$ cat src/rtl/uart_pkg.sv
// uart_pkg -- definitions shared by the UART receiver and transmitter.
//
// Contents:
//   uart_state_e  : frame state encoding (IDLE/START/DATA/STOP)
//   OVS_MID       : sample-counter value at the middle of a bit (16x oversampling)
//   OVS_LAST      : sample-counter value at the last sample of a bit
package uart_pkg;

  typedef enum logic [1:0] {
    ST_IDLE  = 2'b00,
    ST_START = 2'b01,
    ST_DATA  = 2'b10,
    ST_STOP  = 2'b11
  } uart_state_e;

  localparam logic [3:0] OVS_MID  = 4'd7;
  localparam logic [3:0] OVS_LAST = 4'd15;

endpackage : uart_pkg

$ cat src/rtl/sync_2ff.sv
// sync_2ff -- two-flop synchronizer for a single asynchronous input bit.
//
// Parameters:
//   RESET_VAL : value both flops take while rst_n is low
// Ports:
//   clk   in  : destination clock
//   rst_n in  : asynchronous active-low reset
//   d     in  : asynchronous input
//   q     out : synchronized copy of d, two clk edges late
module sync_2ff #(
  parameter logic RESET_VAL = 1'b1
) (
  input  logic clk,
  input  logic rst_n,
  input  logic d,
  output logic q
);

  logic meta_q;
  logic sync_q;

  always_ff @(posedge clk or negedge rst_n) begin
    if (!rst_n) begin
      meta_q <= RESET_VAL;
      sync_q <= RESET_VAL;
    end else begin
      meta_q <= d;
      sync_q <= meta_q;
    end
  end

  assign q = sync_q;

endmodule : sync_2ff

$ cat src/rtl/receiver.sv
// receiver -- 8N1 UART receiver with 16x oversampling.
//
// Ports:
//   clk       in      : sole clock, rising edge
//   rst_n     in      : asynchronous active-low reset
//   rx        in      : serial line (asynchronous, idle high)
//   enb       in      : 16x-baud sample tick, one clk wide
//   rdy_clr   in      : consumer acknowledge, clears rdy and overrun
//   data_out  out [8] : last good received byte
//   rdy       out     : data_out holds an unread byte
//   frame_err out     : last frame ended with stop bit = 0
//   overrun   out     : sticky, a good byte completed while rdy was still set
//   busy      out     : a frame is in progress (state != IDLE)
//
// Handshake: rdy rises on the clk edge that samples a good stop bit and stays
// high until rdy_clr is seen on a clk edge. A good stop landing on the same
// edge as rdy_clr wins (rdy stays 1) but does not flag overrun.
module receiver
  import uart_pkg::*;
(
  input  logic       clk,
  input  logic       rst_n,
  input  logic       rx,
  input  logic       enb,
  input  logic       rdy_clr,
  output logic [7:0] data_out,
  output logic       rdy,
  output logic       frame_err,
  output logic       overrun,
  output logic       busy
);

  logic        rx_s;
  uart_state_e state_q, state_d;
  logic [3:0]  cnt_q, cnt_d;
  logic [2:0]  idx_q, idx_d;
  logic [7:0]  shift_q, shift_d;
  logic [7:0]  data_q, data_d;
  logic        rdy_q, rdy_d;
  logic        fe_q, fe_d;
  logic        ovr_q, ovr_d;

  sync_2ff #(.RESET_VAL(1'b1)) u_sync_rx (
    .clk   (clk),
    .rst_n (rst_n),
    .d     (rx),
    .q     (rx_s)
  );

  always_comb begin
    state_d = state_q;
    cnt_d   = cnt_q;
    idx_d   = idx_q;
    shift_d = shift_q;
    data_d  = data_q;
    rdy_d   = rdy_q;
    fe_d    = fe_q;
    ovr_d   = ovr_q;

    // Acknowledge acts regardless of enb; a good stop below may override rdy.
    if (rdy_clr) begin
      rdy_d = 1'b0;
      ovr_d = 1'b0;
    end

    case (state_q)
      ST_IDLE: begin
        if (enb && !rx_s) begin
          state_d = ST_START;
          cnt_d   = 4'd0;
        end
      end

      ST_START: begin
        if (enb) begin
          if (cnt_q == OVS_MID) begin
            cnt_d = 4'd0;
            if (!rx_s) begin
              state_d = ST_DATA;
              idx_d   = 3'd0;
            end else begin
              // Start bit not low at mid-bit: treat as a glitch.
              state_d = ST_IDLE;
            end
          end else begin
            cnt_d = cnt_q + 4'd1;
          end
        end
      end

      ST_DATA: begin
        if (enb) begin
          if (cnt_q == OVS_LAST) begin
            shift_d[idx_q] = rx_s;
            cnt_d          = 4'd0;
            if (idx_q == 3'd7) begin
              state_d = ST_STOP;
            end else begin
              idx_d = idx_q + 3'd1;
            end
          end else begin
            cnt_d = cnt_q + 4'd1;
          end
        end
      end

      ST_STOP: begin
        if (enb) begin
          if (cnt_q == OVS_LAST) begin
            state_d = ST_IDLE;
            cnt_d   = 4'd0;
            if (rx_s) begin
              data_d = shift_q;
              rdy_d  = 1'b1;
              fe_d   = 1'b0;
              if (rdy_q && !rdy_clr) begin
                ovr_d = 1'b1;
              end
            end else begin
              fe_d = 1'b1;
            end
          end else begin
            cnt_d = cnt_q + 4'd1;
          end
        end
      end

      default: begin
        state_d = ST_IDLE;
        cnt_d   = 4'd0;
      end
    endcase
  end

  always_ff @(posedge clk or negedge rst_n) begin
    if (!rst_n) begin
      state_q <= ST_IDLE;
      cnt_q   <= 4'd0;
      idx_q   <= 3'd0;
      shift_q <= 8'h00;
      data_q  <= 8'h00;
      rdy_q   <= 1'b0;
      fe_q    <= 1'b0;
      ovr_q   <= 1'b0;
    end else begin
      state_q <= state_d;
      cnt_q   <= cnt_d;
      idx_q   <= idx_d;
      shift_q <= shift_d;
      data_q  <= data_d;
      rdy_q   <= rdy_d;
      fe_q    <= fe_d;
      ovr_q   <= ovr_d;
    end
  end

  assign data_out  = data_q;
  assign rdy       = rdy_q;
  assign frame_err = fe_q;
  assign overrun   = ovr_q;
  assign busy      = (state_q != ST_IDLE);

endmodule : receiver

$ cat config.mk
export PLATFORM = sky130hd
export DESIGN_NAME = receiver
export DESIGN_NICKNAME = d
export VERILOG_FILES = /design/src/rtl/uart_pkg.sv /design/src/rtl/sync_2ff.sv /design/src/rtl/receiver.sv
export SDC_FILE = /design/constraint.sdc
export NUM_CORES = 1
export LEC_CHECK = 0
export CELL_PAD_IN_SITES_DETAIL_PLACEMENT = 0
export CELL_PAD_IN_SITES_GLOBAL_PLACEMENT = 1
export CORE_MARGIN = 5
export CORE_UTILIZATION = 50
export CTS_BUF_LIST = sky130_fd_sc_hd__clkbuf_8
export CTS_CLUSTER_DIAMETER = 80
export DETAILED_ROUTE_END_ITERATION = 8
export GPL_ROUTABILITY_DRIVEN = 0
export GPL_TIMING_DRIVEN = 0
export PLACE_DENSITY_LB_ADDON = 0.08
export SLEW_MARGIN = 20
export SYNTH_ARGS = -nofsm -noshare
export SYNTH_HDL_FRONTEND = slang
export SYNTH_SLANG_ARGS = --single-unit
$ cat constraint.sdc
create_clock -name clk -period 4.7 [get_ports clk]
set_clock_uncertainty 0.15 [all_clocks]
set_input_delay 1.175 -clock clk [delete_from_list [all_inputs] [get_ports clk]]
set_output_delay 1.175 -clock clk [all_outputs]
set_load 0.005 [all_outputs]
==> metrics.md <==
| Metric | Value |
|---|---|
| Status | completed |
| Share of cells above drive strength 1 | between 20% and 30% |
| I/O pins | 17 |
| Fmax | 342 MHz |
| Layout filler cell count | 245 |
| Cell Count, Final, Fillers Out | 171 |
| HPWL after DPL | 1.81 mm |
| Final setup TNS | 0 ps |
| GRT overflow | 0 |
| Final worst setup slack | approximately 1800 ps |
| DP Area | ~0.0016 mm² |
| Ant. Diodes | 0 |
| Minimum clock period | 2920 ps |
| Root Buffer | clkbuf_8 |
| Commonest non-fill, non-tap cells in the layout | dfrtp_1, clkdlybuf4s50_1, nand2_1 |
| Pleak | just over 0.0008 µW |
| Seq/Total Area, Yosys | about 52% |
| CP Launch Type | register |
| Power Internal | between 500 and 600 µW |
| P&R area growth vs syn | 19.1% |
| Post-cts resize count | 0 |
| CP delay by family, top | buffers and inverters |
| WL/cell | 14.7 µm |
| Final Cycle Share | 62.1% |
| Longest Clk Path Bufs | 2 |
| Yosys Warn Count | 0 |
| Synthesized cell area | approximately 0.0015 mm² |
| Slew @ Worst Pin | 642 ps |
| Cts bufs inserted | 5 |
| FF/Latch Area | ~750 µm² |
| RSZ-0062 raised after global routing | no |
| Syn_nets | 125 |
| DR vias/cell | roughly 5.7 |
| CP max stage cell | clkdlybuf4s50_1 |
| GRT Total Usage | 14.1% |
| Final instance area | 0.00174 mm² |
| Clock Pin Slew Worst Setup and Hold Paths | 60 ps |
| Clock Sinks | 30 |
| Vias in the first global route | between 1000 and 1500 |
| Final core utilization | 62.4% |
| Slew headroom | approximately 57% |
| Die footprint | 0.00410 mm² |
| Leading area contributor after synthesis | dfrtp_1 |
| CTS tree | yes |
| Nature of the critical path endpoint | output port |
| Post-synthesis register bit count | 30 |
| Die width | 64.0 µm |
| Skew-Pair Late Insertion Delay | 280 ps |
| DP Worst Slack | 2070 ps |
| CP cell instances | buf_6 > or2_1 > buf_2 > clkdlybuf4s50_1 |
| RR Startpoint | cnt_q[0]$_DFFE_PN0P_ |
| Via count | between 900 and 1000 |
| Initial core utilization | between 50% and 60% |
| Hold Startpoint | u_sync_rx.meta_q$_DFF_PN1_ |
| Worst EP required | 3380 ps |
| VDD IR max | 0.390 mV |
| Initial DRC Count | 42 |
| WP buf/inv | 3 |
| Multi-input gate area | 634 µm² |
| Sw frac | 31.9% |
| Register share of total power | between 40% and 50% |
| Layout Nets | 147 |
| FP Rows | 19 |
| Slew Viols, Final | 0 |
| Initial antenna violation count | 0 |
| Cts hold-fix bufs | 0 |
| Syn_area_per_cell | 12.5 µm² |
| DR DRC count | 0 |
| Comb pwr share | 26.2% |
| Most common cell after layout, fill and taps aside | dfrtp_1 |
| CP Launch Point | state_q[0]$_DFFE_PN0P_ |
| Final setup violation count | 0 |
| Clock share of power | 28.0% |
| Largest net degree at the start of global routing | 31 |
| Yosys top cell area share | 48.1% |
| Net Switching | 239 µW |
| Post-CTS setup repair buffer count | 0 |
| Worst Path Arrival | 1600 ps |
| Hold Path Class | register to register |
| Max_cap viols | 0 |
| Crit-path max FO | 9 |
| Endpoints failing hold | 0 |
| First-pass GRT wire length | 4.59 mm |
| Die Ht | 64.0 µm |
| H-tree levels | 2 |
| Final WL | 2.51 mm |
| Post-Synthesis Cells | 117 |
| Synth area leaders | dfrtp_1, mux2_4, mux2_1 |
| Number of I/O port buffers | 15 |
| Placed cell count | approximately 160 |
| TritonRoute pass-1 iters | 2 |
| CP peak stage delay | roughly 450 ps |
| Critical path type | register to output port |
| DRT antenna net count | 0 |
| Post-synthesis cell type count | 42 |
| Core Area | 0.00278 mm² |
| Pwr Density | 432 mW/mm² |
worst paths after layout:
check,endpoint,slack (ps),cells after the start
min reg2reg,u_sync_rx.q$_DFF_PN1_,200,0
max in group asynchronous,async pin,3220,1
max reg2reg,shift_q[5]$_DFFE_PN0P_,2830,5
min in group asynchronous,rdy$_DFF_PN0_,770,1
max,busy,1780,4
min,u_sync_rx.q$_DFF_PN1_,200,0
per-layer routing:
layer	up-vias	routed length, µm	global-route usage [%]
met3	8	120	5.43
met5	-	0	0
met1	481	1170	17.4
met2	15	1180	22.0
li1	465	-	-
met4	0	46	6.23
cells by family (layout without fill, tap and decap cells):
| logic type | count (synthesis) | in the layout | share of synthesized area (%) |
|---|---|---|---|
| flops | 30 | 30 | 51.7 |
| compound gates | 13 | 13 | 6.87 |
| mux | 19 | 19 | 16.5 |
| buf+inv | 11 | 34 | 4.81 |
| fa+ha+maj | 3 | 3 | 2.58 |
| xor+xnor | 1 | 1 | 0.601 |
| simple gates | 40 | 40 | 17.0 |
through the flow:
stage	total power, µW	hold slack, ps
after floorplan	488	195
after global placement	538	195
after detailed placement	546	197
after CTS	759	206
after global routing	808	215
final	750	205
synth_stat cells, drive strengths merged:
cell type	count
nand2b	1
or2	1
nand4	3
nor3	2
and2b	1
buf	6
nand2	12
and2	1
mux2	16
nor3b	1
nor2	6
a41oi	1
and4	3
a21oi	2
a21o	1
xnor2	1
nand4b	1
a22o	3
nand3	5
inv	4
o21ai	3
a311oi	1
dfrtp	28
dfstp	2
a32o	1
clkbuf	1
a31o	1
nor4	2
ha	3
mux2i	3
or3	1
state kept, by name, indices dropped and copies added (netlist names), named ones only:
signal            flops
data_out              8
idx_q                 3
overrun               1
frame_err             1
rdy                   1
u_sync_rx.meta_q      1
u_sync_rx.q           1
state_q               1
cnt_q                 4
shift_q               8
cell type report:
| class | count | area share [%] |
|---|---|---|
| Clock inverter | 2 | 0.720 |
| Tap cell | 31 | 2.23 |
| Sequential cell | 30 | 43.4 |
| Buffer | 7 | 3.17 |
| Timing Repair Buffer | 15 | 8.36 |
| Multi-Input combinational cell | 76 | 36.5 |
| Inverter | 4 | 0.865 |
| Clock buffer | 6 | 4.76 |
power by group through the flow:
stage	clock (µW)	sequential [µW]	combinational, µW
6_report	210	343	196
5_1_grt	234	349	225
4_1_cts	218	343	198
3_5_place_dp	0	348	199
3_3_place_gp	0	345	192
2_1_floorplan	0	337	151
(Power assumes the default switching activity.)
